==> src/rtl/jstk_spi_responder.sv <==
// SPI mode-0 joystick responder: streams X/Y/buttons out while capturing a 40-bit LED command.
// Optional bad-length reporting on frame_err_o is enabled by defining JSTK_SPI_RESPONDER_FRAME_ERR_EN.
module jstk_spi_responder #(
  parameter int SYNC_STAGES = 2
) (
  input  logic        clk_i,
  input  logic        reset_n_i,
  input  logic        spi_cs_i,
  input  logic        spi_sck_i,
  input  logic        spi_sd_i,
  output logic        spi_sd_o,
  input  logic [9:0]  position_x_i,
  input  logic [9:0]  position_y_i,
  input  logic [1:0]  buttons_i,
  output logic [7:0]  cmd_o,
  output logic [23:0] rgb_o,
  output logic        valid_o,
  output logic        frame_err_o
);

  typedef enum logic [1:0] {IDLE, SHIFT, CHECK} state_t;

  logic [SYNC_STAGES-1:0] cs_sync_q, sck_sync_q, sd_sync_q, fill_q;
  logic                   cs_prev_q, sck_prev_q, armed_q;

  always_ff @(posedge clk_i or negedge reset_n_i) begin
    if (!reset_n_i) begin
      cs_sync_q  <= '1;
      sck_sync_q <= '0;
      sd_sync_q  <= '0;
      fill_q     <= '0;
      cs_prev_q  <= 1'b1;
      sck_prev_q <= 1'b0;
      armed_q    <= 1'b0;
    end else begin
      cs_sync_q  <= {cs_sync_q[SYNC_STAGES-2:0], spi_cs_i};
      sck_sync_q <= {sck_sync_q[SYNC_STAGES-2:0], spi_sck_i};
      sd_sync_q  <= {sd_sync_q[SYNC_STAGES-2:0], spi_sd_i};
      fill_q     <= {fill_q[SYNC_STAGES-2:0], 1'b1};
      cs_prev_q  <= cs_sync_q[SYNC_STAGES-1];
      sck_prev_q <= sck_sync_q[SYNC_STAGES-1];
      // Only a CS low preceded by a genuine post-reset high counts as a frame start.
      if (fill_q[SYNC_STAGES-1] && cs_sync_q[SYNC_STAGES-1])
        armed_q <= 1'b1;
    end
  end

  logic cs_s, sck_s, sd_s;
  logic cs_fall, cs_rise, sck_rise, sck_fall;

  assign cs_s     = cs_sync_q[SYNC_STAGES-1];
  assign sck_s    = sck_sync_q[SYNC_STAGES-1];
  assign sd_s     = sd_sync_q[SYNC_STAGES-1];
  assign cs_fall  = armed_q & cs_prev_q & ~cs_s;
  assign cs_rise  = ~cs_prev_q & cs_s;
  assign sck_rise = ~sck_prev_q & sck_s;
  assign sck_fall = sck_prev_q & ~sck_s;

  state_t      state_q;
  logic [39:0] tx_q, rx_q, tx_frame_d;
  logic [5:0]  bit_cnt_q, bit_cnt_d;
  logic        sd_o_q, pend_q, valid_q, frame_err_q;
  logic [7:0]  cmd_q;
  logic [23:0] rgb_q;

  assign tx_frame_d = {position_x_i[7:0], 6'b0, position_x_i[9:8],
                       position_y_i[7:0], 6'b0, position_y_i[9:8],
                       6'b0, buttons_i};
  assign bit_cnt_d  = (bit_cnt_q == 6'd41) ? 6'd41 : bit_cnt_q + 6'd1;

  always_ff @(posedge clk_i or negedge reset_n_i) begin
    if (!reset_n_i) begin
      state_q     <= IDLE;
      tx_q        <= '0;
      rx_q        <= '0;
      bit_cnt_q   <= '0;
      sd_o_q      <= 1'b0;
      pend_q      <= 1'b0;
      valid_q     <= 1'b0;
      frame_err_q <= 1'b0;
      cmd_q       <= '0;
      rgb_q       <= '0;
    end else begin
      valid_q     <= 1'b0;
      frame_err_q <= 1'b0;
      case (state_q)
        IDLE: begin
          sd_o_q <= 1'b0;
          if (cs_fall || pend_q) begin
            state_q   <= SHIFT;
            pend_q    <= 1'b0;
            sd_o_q    <= tx_frame_d[39];
            tx_q      <= {tx_frame_d[38:0], 1'b0};
            rx_q      <= '0;
            bit_cnt_q <= '0;
          end
        end
        SHIFT: begin
          if (cs_rise) begin
            state_q <= CHECK;
            sd_o_q  <= 1'b0;
          end else begin
            if (sck_rise) begin
              rx_q      <= {rx_q[38:0], sd_s};
              bit_cnt_q <= bit_cnt_d;
            end
            // Zeros shift in behind the frame, so the line drops to 0 after bit 39.
            if (sck_fall) begin
              sd_o_q <= tx_q[39];
              tx_q   <= {tx_q[38:0], 1'b0};
            end
          end
        end
        CHECK: begin
          state_q <= IDLE;
          sd_o_q  <= 1'b0;
          if (cs_fall)
            pend_q <= 1'b1;
          if (bit_cnt_q == 6'd40) begin
            cmd_q <= rx_q[39:32];
            if (rx_q[39:32] == 8'h84) begin
              rgb_q   <= rx_q[31:8];
              valid_q <= 1'b1;
            end
          end else begin
`ifdef JSTK_SPI_RESPONDER_FRAME_ERR_EN
            frame_err_q <= 1'b1;
`else
            frame_err_q <= 1'b0;
`endif
          end
        end
        default: begin
          state_q <= IDLE;
          sd_o_q  <= 1'b0;
        end
      endcase
    end
  end

  assign spi_sd_o    = sd_o_q;
  assign cmd_o       = cmd_q;
  assign rgb_o       = rgb_q;
  assign valid_o     = valid_q;
  assign frame_err_o = frame_err_q;

endmodule
==> config.mk <==
export PLATFORM = sky130hd
export DESIGN_NAME = jstk_spi_responder
export DESIGN_NICKNAME = d
export VERILOG_FILES = /design/src/rtl/jstk_spi_responder.sv
export SDC_FILE = /design/constraint.sdc
export NUM_CORES = 1
export LEC_CHECK = 0
export ABC_AREA = 0
export CAP_MARGIN = 20
export CORE_UTILIZATION = 50
export CTS_BUF_LIST = sky130_fd_sc_hd__clkbuf_8
export DETAILED_ROUTE_END_ITERATION = 10
export GPL_TIMING_DRIVEN = 0
export PLACE_DENSITY = 0.72
export SYNTH_ARGS = -nofsm -noshare
export SYNTH_HDL_FRONTEND = slang
export SYNTH_SLANG_ARGS = --single-unit
==> constraint.sdc <==
create_clock -name clk_i -period 5.2 [get_ports clk_i]
set_clock_uncertainty 0.05 [all_clocks]
set_input_delay 0.78 -clock clk_i [delete_from_list [all_inputs] [get_ports clk_i]]
set_output_delay 0.78 -clock clk_i [all_outputs]
set_load 0.05 [all_outputs]
Word level (Yosys, flattened, before mapping)
Index checks and enable logic that the tools add are counted.
{"block": "totals", "reg_bits": 134, "output_inout_bits": 35}
{"block": "op_classes", "addsub": 1, "n_eq_ne": 12, "mux": 26, "n_bitwise": 9, "n_reduce_logical": 11}
{"cell": "$mux W40", "n": 6}
{"cell": "$pmux W40 S2", "n": 2}
{"cell": "$mux W6", "n": 4}
{"cell": "$eq A6 B6 Y1 const B", "n": 2}
{"cell": "$ne A2 B2 Y1 const B", "n": 6}
{"cell": "$pmux W6 S2", "n": 1}
{"cell": "$eq A8 B8 Y1 const B", "n": 1}
{"cell": "$mux W1", "n": 8}
{"cell": "$reduce_and A4 Y1", "n": 2}
{"cell": "$add A6 B1 Y6 const B", "n": 1}
{"cell": "$reduce_and A3 Y1", "n": 2}
{"cell": "$and A1 B1 Y1", "n": 5}
{"cell": "$mux W2", "n": 2}
{"cell": "$not A1 Y1", "n": 4}
{"cell": "$pmux W1 S2", "n": 2}
{"cell": "$pmux W2 S2", "n": 1}
{"cell": "$reduce_and A2 Y1", "n": 2}
{"cell": "$reduce_bool A2 Y1", "n": 2}
{"cell": "$ne A3 B3 Y1 const B", "n": 1}
{"cell": "$eq A2 B1 Y1 const B", "n": 1}
{"cell": "$eq A2 B2 Y1 const B", "n": 1}
{"cell": "$logic_not A2 Y1", "n": 1}
{"cell": "$logic_and A1 B1 Y1", "n": 1}
{"cell": "$logic_or A1 B1 Y1", "n": 1}

Depth between registers and ports, before layout
Gate-level depths: netlist of run 1.
{"block": "depth", "ltp_word": 5, "mapped_depth": 7, "depth_no_buf": 5}

Worst setup path before layout of run 1
Ideal clock, no wire load.
{"block": "synth_path", "path_kind": "reg2reg", "from": "register state_q[0]", "to": "register tx_q[17]", "setup_ns": 0.125, "arrival_ns": 1.596, "required_ns": 5.025, "slack_ns": 3.429, "stages_incl_launch_ff": 7, "path_buffers": 3, "period_less_slack_ns": 1.771, "cell_sequence": "dfrtp_1 -> buf_2 -> nand2b_1 -> clkbuf_1 -> buf_2 -> mux2_2 -> mux2_2"}
{"block": "synth_via", "elab_chain_cells": 3, "word_cells_on_any_way": 8, "cone_classes": "4 x eq/ne; 1 x mux; 3 x reduce/logical"}
{"element": "start: declaration", "line_no": "59", "text": "state_t state_q;"}
{"element": "start signal: assignment", "line_no": "73", "text": "state_q <= IDLE;"}
{"element": "start signal: assignment", "line_no": "90", "text": "state_q <= SHIFT;"}
{"element": "start signal: assignment", "line_no": "100", "text": "state_q <= CHECK;"}
{"element": "$eq A2 B1 Y1 or $logic_not A2 Y1 (tied branches)", "line_no": "86", "text": "case (state_q)"}
{"element": "$ne A2 B2 Y1 (no source line) or $reduce_bool A2 Y1 (tied branches)"}
{"element": "$reduce_and A4 Y1 (no source line)"}
{"element": "end signal: assignment", "line_no": "93", "text": "tx_q <= {tx_frame_d[38:0], 1'b0};"}
{"element": "end signal: assignment", "line_no": "110", "text": "tx_q <= {tx_q[38:0], 1'b0};"}
{"element": "end: declaration", "line_no": "60", "text": "logic [39:0] tx_q, rx_q, tx_frame_d;"}
Several ways; a longest one is shown, not always the timed one.
A chain may end at the register's enable or synchronous reset.

Worst setup path after layout of run 1
{"block": "layout_path", "from": "register rgb_q[21], in the netlist rgb_o[21]", "to": "output port rgb_o[21]"}
{"element": "start: declaration", "line_no": "64", "text": "logic [23:0] rgb_q;"}
{"element": "start signal: assignment", "line_no": "122", "text": "rgb_q <= rx_q[31:8];"}
{"element": "end: declaration", "line_no": "16", "text": "output logic [23:0] rgb_o,"}
No word-level cell between the ends.

==> metrics.log, run 1 <==
INFO  metric status = finished clean
INFO  metric ys_warn_count = 0
INFO  metric synthToLayoutAreaGrowth = 20.9%
INFO  metric grt_antenna_before_repair = 0
INFO  metric core_area = 11,000 sq um
INFO  metric ctsHoldBuffers = 0
INFO  metric synth_top_cell_by_area = sky130_fd_sc_hd__dfrtp_1
INFO  metric nFillCells = 871
INFO  metric layout.nets = 550
INFO  metric ys_dominant_reg_cell = sky130_fd_sc_hd__dfrtp_1
INFO  metric worst_pin_slew = 544 ps
INFO  metric synth_fa_ha_area_share = 0.658%
INFO  metric detail_route.vias_per_cell = 5.39
INFO  metric start_util = 51.9%
INFO  metric endpoint = rgb_o[21]
INFO  metric track_usage = 19.8%
INFO  metric criticalPathCategory = register to output pin
INFO  metric final_hold_viol_count = 0
INFO  metric mostFrequentLayoutCells = sky130_fd_sc_hd__dfrtp_1, sky130_fd_sc_hd__clkdlybuf4s50_1, sky130_fd_sc_hd__mux2_2, sky130_fd_sc_hd__inv_1
INFO  metric route.detailed.wl_per_inst = 15.7 microns
INFO  metric initialDrtViolationCount = 113
INFO  metric worst_path_max_delay_cell = sky130_fd_sc_hd__clkdlybuf4s50_1
INFO  metric remaining_antenna_violation_count_after_routing = 0
INFO  metric synth_top_area_share = 57.0%
INFO  metric layout_cells_sized_above_1 = 22.1%
INFO  metric slew_headroom = 63.7%
INFO  metric worst_path_largest_cell_delay = 810 ps
INFO  metric worst_r2r_startpoint = state_q[0]
INFO  metric netlist_instances = 440
INFO  metric synth_compound_area_share = 7.70%
INFO  metric clock_sinks = 133
INFO  metric clkSlewWorstSetupHoldPaths = 70 ps
INFO  metric rsz0062_at_grt = false
INFO  metric ys_top_cells_by_area = sky130_fd_sc_hd__dfrtp_1, sky130_fd_sc_hd__mux2_2, sky130_fd_sc_hd__mux2_4, sky130_fd_sc_hd__mux2i_1, sky130_fd_sc_hd__o2bb2ai_1
INFO  metric routed_wl = 10.5 mm
INFO  metric synth_top_family_by_area = multiplexers
INFO  metric cts.repair_timing.setup_buffer_count = 0
INFO  metric post_synth_xor_area_fraction = 0.154%
INFO  metric finalWeightedCongestion = 0.785
INFO  metric reg2reg_setup_slack = 3160 ps
INFO  metric clock_tree_from_tritoncts = done
INFO  metric setup-violations-final = 0
INFO  metric rows = 38
INFO  metric detailroute.via_count = 3,626
INFO  metric y_dimension_of_the_die = 109 microns
INFO  metric ctsLongestPathBuffers = 2
INFO  metric crit_cells = 1
INFO  metric io_pins = 62
INFO  metric cp_cell_sequence = clkdlybuf4s50_1
INFO  metric peak_clock_frequency_supported_by_timing = 0.406 GHz
INFO  metric num_antenna_cells = 0
INFO  metric layout.cells.most_common = sky130_fd_sc_hd__dfrtp_1
INFO  metric reg2reg_to = tx_q[35]
INFO  metric timing.critical_path.from = rgb_o[21]
INFO  metric first_global_vias = 3,669
INFO  metric worst-r2r-cell-count = 6
INFO  metric floorplan.die_area = 11,800 sq um
INFO  metric synthesis.nets = 470
INFO  metric drv_cap = 0
INFO  metric path_buf_inv = 1
INFO  metric synthesis.area = 5700 sq um
INFO  metric fp.dieW = 109 microns
INFO  metric power-per-cell-area = 390 nW/um^2
INFO  metric worst_setup_path_start_kind = register
INFO  metric synth-edff-count = 0
INFO  metric critical_path_arrival = 1640 ps
INFO  metric number_of_cts_inserted_buffers = 17
INFO  metric grt_remaining_overflow = 0
INFO  metric post_cts.resized_instances = 0
INFO  metric post-route-period-util = 47.4%
INFO  metric path_delay_family = buffers and inverters
INFO  metric yosys.area_share.simple = 9.02%
INFO  metric fin_area = 6900 sq um
INFO  metric synth_cell_types = 42
INFO  metric min-delay-path-class = primary input to async pin
INFO  metric worst_hold_slack = 238 ps
INFO  metric slew_viol_final = 0
INFO  metric vdd.ir_drop.worst = 0.319 mV
INFO  metric drc = 0
INFO  metric numPortBuffers = 60
INFO  metric post_synthesis_async_set_or_reset_flop_share = 100%
INFO  metric cts.htree.levels = 4
INFO  metric seq_area = 3330 sq um
INFO  metric totalNegativeSetupSlack = 0 ps
INFO  metric cp_data_required_time = 4370 ps
INFO  metric synth_mux_area_share = 19.3%
INFO  metric synthesis.area_per_instance = 13.0 sq um
INFO  metric p_leak = 3.29 nW
INFO  metric clock-root-buffer = sky130_fd_sc_hd__clkbuf_8
INFO  metric share_of_synthesized_area_occupied_by_flip_flops_and_latches = 58.4%
INFO  metric clk-insertion-delay-late = 440 ps
INFO  metric period_needed = 2470 ps
INFO  metric grt_pass1_wl = 17.6 mm
INFO  metric hpwlAfterDp = 6.99 mm
INFO  metric timing.critical_path.fanout_max = 2
INFO  metric multiInputGateArea = 2110 sq um
INFO  metric drt_pass1_iterations = 4
INFO  metric dpl_cell_area = 6510 sq um
INFO  metric maximum_number_of_pins_on_one_net_before_global_route_repair = 81
INFO  metric ys_ff_latch = 133
INFO  metric critical_path.endpoint_type = output pin
Yosys cell counts (2+ instances only):
library cell,count
sky130_fd_sc_hd__a21o_1,22
sky130_fd_sc_hd__a21oi_1,3
sky130_fd_sc_hd__and3_1,2
sky130_fd_sc_hd__buf_2,6
sky130_fd_sc_hd__buf_4,3
sky130_fd_sc_hd__buf_6,3
sky130_fd_sc_hd__clkbuf_1,18
sky130_fd_sc_hd__conb_1,2
sky130_fd_sc_hd__dfrtp_1,130
sky130_fd_sc_hd__dfstp_2,3
sky130_fd_sc_hd__ha_1,3
sky130_fd_sc_hd__inv_1,28
sky130_fd_sc_hd__mux2_2,52
sky130_fd_sc_hd__mux2_4,19
sky130_fd_sc_hd__mux2i_1,23
sky130_fd_sc_hd__nand2_1,23
sky130_fd_sc_hd__nand2b_1,7
sky130_fd_sc_hd__nand3_1,24
sky130_fd_sc_hd__nand3b_1,3
sky130_fd_sc_hd__nor2_1,4
sky130_fd_sc_hd__nor4_1,21
sky130_fd_sc_hd__o211ai_1,2
sky130_fd_sc_hd__o21ai_0,2
sky130_fd_sc_hd__o2bb2ai_1,19
registers in the layout (all words and copies together) (netlist names), 2 cells and up:
register	cells
fill_q	2
cmd_o	8
state_q	2
bit_cnt_q	6
rx_q	40
rgb_o	24
sd_sync_q	2
sck_sync_q	2
tx_q	39
cs_sync_q	2
power by group:
part / switching (mW) / internal [mW] / total [mW]
registers: 0.0752 / 1.18 / 1.25
clock network: 0.367 / 0.458 / 0.824
logic: 0.334 / 0.280 / 0.615
total: 0.776 / 1.91 / 2.69
metal layers:
layer	vias up	wire, microns	global-route usage (%)	share of wire, %
met1	1813	4720	25.8	45
met5	-	0	0	0
met2	90	5140	30.7	49
met4	0	119	7.92	1.1
li1	1710	-	-	-
met3	13	573	6.22	5.4
metrics by stage:
| step | worst slack [ps] | utilization (%) | std cells | power, mW |
|---|---|---|---|---|
| after global routing | 2680 | 62.8 | 673 | 2.84 |
| after global placement | -1760 | 59.0 | 640 | 1.86 |
| after detailed placement | 3150 | 59.3 | 641 | 1.89 |
| after CTS | 2710 | 62.8 | 673 | 2.72 |
| after floorplan | 3430 | - | 440 | 1.71 |
| final | 2730 | 62.8 | 673 | 2.69 |
kinds of logic (layout without fill, tap and decap cells):
group	Yosys count	in the layout
adders and majority gates	3	3
buffers and inverters	59	152
DFF	133	133
AOI/OAI and AO/OA	56	56
muxes	94	94
and+or+nand+nor	92	92
other	2	2
xor gates and xnor gates	1	1
cell type report:
| cell class | count | area share, % |
|---|---|---|
| well taps | 140 | 2.54 |
| inverters | 28 | 1.52 |
| repair buffers | 61 | 9.13 |
| plain buffers | 31 | 2.29 |
| clock inverters | 8 | 0.853 |
| clock buffers | 24 | 4.79 |
| flip-flops and latches | 133 | 48.3 |
| multi-input cells | 248 | 30.6 |
how the worst min path moves through the flow:
stage                               end  slack, ps  cells after the start
after floorplan               fill_q[1]        280                      0
after global placement        fill_q[1]        280                      0
after detailed placement  sck_sync_q[1]        280                      0
after CTS                      cmd_o[7]        230                      1
after global routing          rgb_o[23]        260                      1
final                          rgb_o[8]        240                      1
Power figures use the tool's default switching activity.
==> inputs of run 2 (changes only) <==
Clock period 5.2 ns to 2.3 ns, I/O delays scaled along.
==> metrics.log, run 2 (synthesized netlist as in run 1, its figures left out) <==
INFO  metric status = finished clean
INFO  metric cts.repair_timing.setup_buffer_count = 0 (unchanged)
INFO  metric setup-violations-final = 0 (unchanged)
INFO  metric worst-r2r-cell-count = 6 (unchanged)
INFO  metric y_dimension_of_the_die = 109 microns (unchanged)
INFO  metric dpl_cell_area = 6510 sq um (unchanged)
INFO  metric synthToLayoutAreaGrowth = 21.1%
INFO  metric cts.htree.levels = 4 (unchanged)
INFO  metric rsz0062_at_grt = false
INFO  metric rows = 38 (unchanged)
INFO  metric initialDrtViolationCount = 123 (+8.8%)
INFO  metric layout.nets = 551 (+0.18%)
INFO  metric reg2reg_setup_slack = 260 ps (-2900 ps)
INFO  metric hpwlAfterDp = 6.99 mm (unchanged)
INFO  metric drv_cap = 0 (unchanged)
INFO  metric drt_pass1_iterations = 4 (unchanged)
INFO  metric clock_sinks = 133 (unchanged)
INFO  metric grt_pass1_wl = 17.6 mm (+0.16%)
INFO  metric critical_path.endpoint_type = register
INFO  metric finalWeightedCongestion = 0.785 (unchanged)
INFO  metric fin_area = 6910 sq um (+0.15%)
INFO  metric detail_route.vias_per_cell = 5.40 (+0.29%)
INFO  metric grt_remaining_overflow = 0 (unchanged)
INFO  metric num_antenna_cells = 0 (unchanged)
INFO  metric clock_tree_from_tritoncts = done
INFO  metric period_needed = 2040 ps
INFO  metric maximum_number_of_pins_on_one_net_before_global_route_repair = 81 (unchanged)
INFO  metric clkSlewWorstSetupHoldPaths = 70 ps (about the same)
INFO  metric mostFrequentLayoutCells = sky130_fd_sc_hd__dfrtp_1, sky130_fd_sc_hd__clkdlybuf4s50_1, sky130_fd_sc_hd__mux2_2, sky130_fd_sc_hd__inv_1
INFO  metric io_pins = 62 (unchanged)
INFO  metric route.detailed.wl_per_inst = 15.7 microns (-0.13%)
INFO  metric layout_cells_sized_above_1 = 22.1% (-0.041 points)
INFO  metric post_cts.resized_instances = 0 (unchanged)
INFO  metric hold_end = cs_sync_q[0]
INFO  metric layout.cells.most_common = sky130_fd_sc_hd__dfrtp_1
INFO  metric timing.critical_path.from = state_q[0]
INFO  metric reg2reg_to = tx_q[35]
INFO  metric worst_setup_path_start_kind = register
INFO  metric clk-insertion-delay-late = 440 ps (about the same)
INFO  metric largest_register_ff_count = 40 (unchanged)
INFO  metric peak_clock_frequency_supported_by_timing = 0.490 GHz
INFO  metric numPortBuffers = 60 (unchanged)
INFO  metric layoutNonFillerInstCount = 674 (+0.15%)
INFO  metric power-per-cell-area = 881 nW/um^2 (+130%)
INFO  metric track_usage = 19.8% (+0.026 points)
INFO  metric post-route-period-util = 88.8%
INFO  metric post-place-cells = 641 (unchanged)
INFO  metric worst_hold_slack = 260 ps (+21.9 ps)
INFO  metric worst_r2r_startpoint = state_q[0]
INFO  metric largest-register = rx_q
INFO  metric floorplan.die_area = 11,800 sq um (unchanged)
INFO  metric ctsLongestPathBuffers = 2 (unchanged)
INFO  metric slew_headroom = 63.7% (about the same)
INFO  metric slew_viol_final = 0 (unchanged)
INFO  metric worst_pin_slew = 545 ps (+0.662 ps)
INFO  metric detailroute.via_count = 3,642 (+0.44%)
INFO  metric number_of_cts_inserted_buffers = 17 (unchanged)
INFO  metric routed_wl = 10.6 mm (about the same)
INFO  metric fp.dieW = 109 microns (unchanged)
INFO  metric start_util = 51.9% (unchanged)
INFO  metric timing.critical_path.fanout_max = 10 (+8)
INFO  metric vdd.ir_drop.worst = 0.721 mV (+130%)
INFO  metric worstHoldStart = spi_cs_i
INFO  metric hold-path-cell-count = 1
INFO  metric min-delay-path-class = primary input to register
INFO  metric cp_data_required_time = 2580 ps (-1790 ps)
INFO  metric p_leak = 3.29 nW (+0.13%)
INFO  metric criticalPathCategory = register to register
INFO  metric core_area = 11,000 sq um (unchanged)
INFO  metric critical_path_arrival = 2320 ps (+680 ps)
INFO  metric clock-root-buffer = sky130_fd_sc_hd__clkbuf_8
INFO  metric grt_antenna_before_repair = 0 (unchanged)
INFO  metric final_hold_viol_count = 0 (unchanged)
INFO  metric first_global_vias = 3,681 (+0.33%)
INFO  metric nFillCells = 870 (-0.11%)
INFO  metric remaining_antenna_violation_count_after_routing = 0 (unchanged)
INFO  metric ctsHoldBuffers = 1 (+1)
INFO  metric drc = 0 (unchanged)
==> run 2: cell count changes in the layout (fill, tap and decap cells not counted), sizes merged <==
cell         before  now
dlygate4sd3       0    1
==> run 2: layout make-up <==
| cell class | count | area (sq um) | share of cell area, % |
|---|---|---|---|
| Sequential cell | 133 | 3330 | 48.2 |
| Clock inverter | 8 | 58.8 | 0.851 |
| Inverter | 28 | 105 | 1.52 |
| Buffer | 31 | 158 | 2.28 |
| Tap cell | 140 | 175 | 2.54 |
| Multi-Input combinational cell | 248 | 2110 | 30.5 |
| Clock buffer | 24 | 330 | 4.78 |
| Timing Repair Buffer | 62 | 639 | 9.26 |
==> run 2: stage by stage <==
| stage | TNS [ps] | total power, mW | worst slack (ps) | util (%) |
|---|---|---|---|---|
| global placement | -555950 | 4.20 | -4230 | 59.0 |
| global route | 0 | 6.42 | 165 | 62.9 |
| CTS | 0 | 6.16 | 223 | 62.9 |
| finish | 0 | 6.09 | 258 | 62.9 |
| detailed placement | 0 | 4.27 | 254 | 59.3 |
| floorplan | 0 | 3.87 | 529 | - |
==> run 2: routing by layer <==
metal / track usage [%] / vias to the layer above / wire (microns)
met4: 7.92 / 0 / 141
met3: 6.22 / 14 / 572
met1: 25.8 / 1824 / 4690
met2: 30.8 / 92 / 5150
met5: 0 / - / 0
li1: - / 1712 / -
==> run 2: worst max-delay path by stage <==
| stage | end | depth (start not counted) |
|---|---|---|
| floorplan | tx_q[17] | 6 |
| global placement | tx_q[21] | 1 |
| detailed placement | tx_q[37] | 6 |
| CTS | tx_q[35] | 6 |
| global route | tx_q[35] | 6 |
| finish | tx_q[35] | 6 |
==> run 2: power breakdown <==
part	leakage, nW	switching (mW)	internal, mW	total, mW
combinational	1.30	0.756	0.635	1.39
clock	0.221	0.834	1.03	1.87
sequential	1.77	0.170	2.66	2.83
==> run 2: critical path, stage by stage, from the launching register on <==
cell                       delay (ps)
sky130_fd_sc_hd__dfrtp_1          360
sky130_fd_sc_hd__buf_2            160
sky130_fd_sc_hd__nand2b_1          80
sky130_fd_sc_hd__clkbuf_1         290
sky130_fd_sc_hd__buf_2            330
sky130_fd_sc_hd__mux2_2           390
sky130_fd_sc_hd__mux2_2           260
==> inputs of run 3 (changes only) <==
Settings changed: SKIP_CTS_REPAIR_TIMING set to 1, SKIP_LAST_GASP set to 1.
==> results of run 3 <==
The final DEF is identical to that of run 2; final timing and power are the same.
Main changes from that run: via count of the first global-routing pass 3681 -> 3669; met2 usage 30.8% -> 30.7%
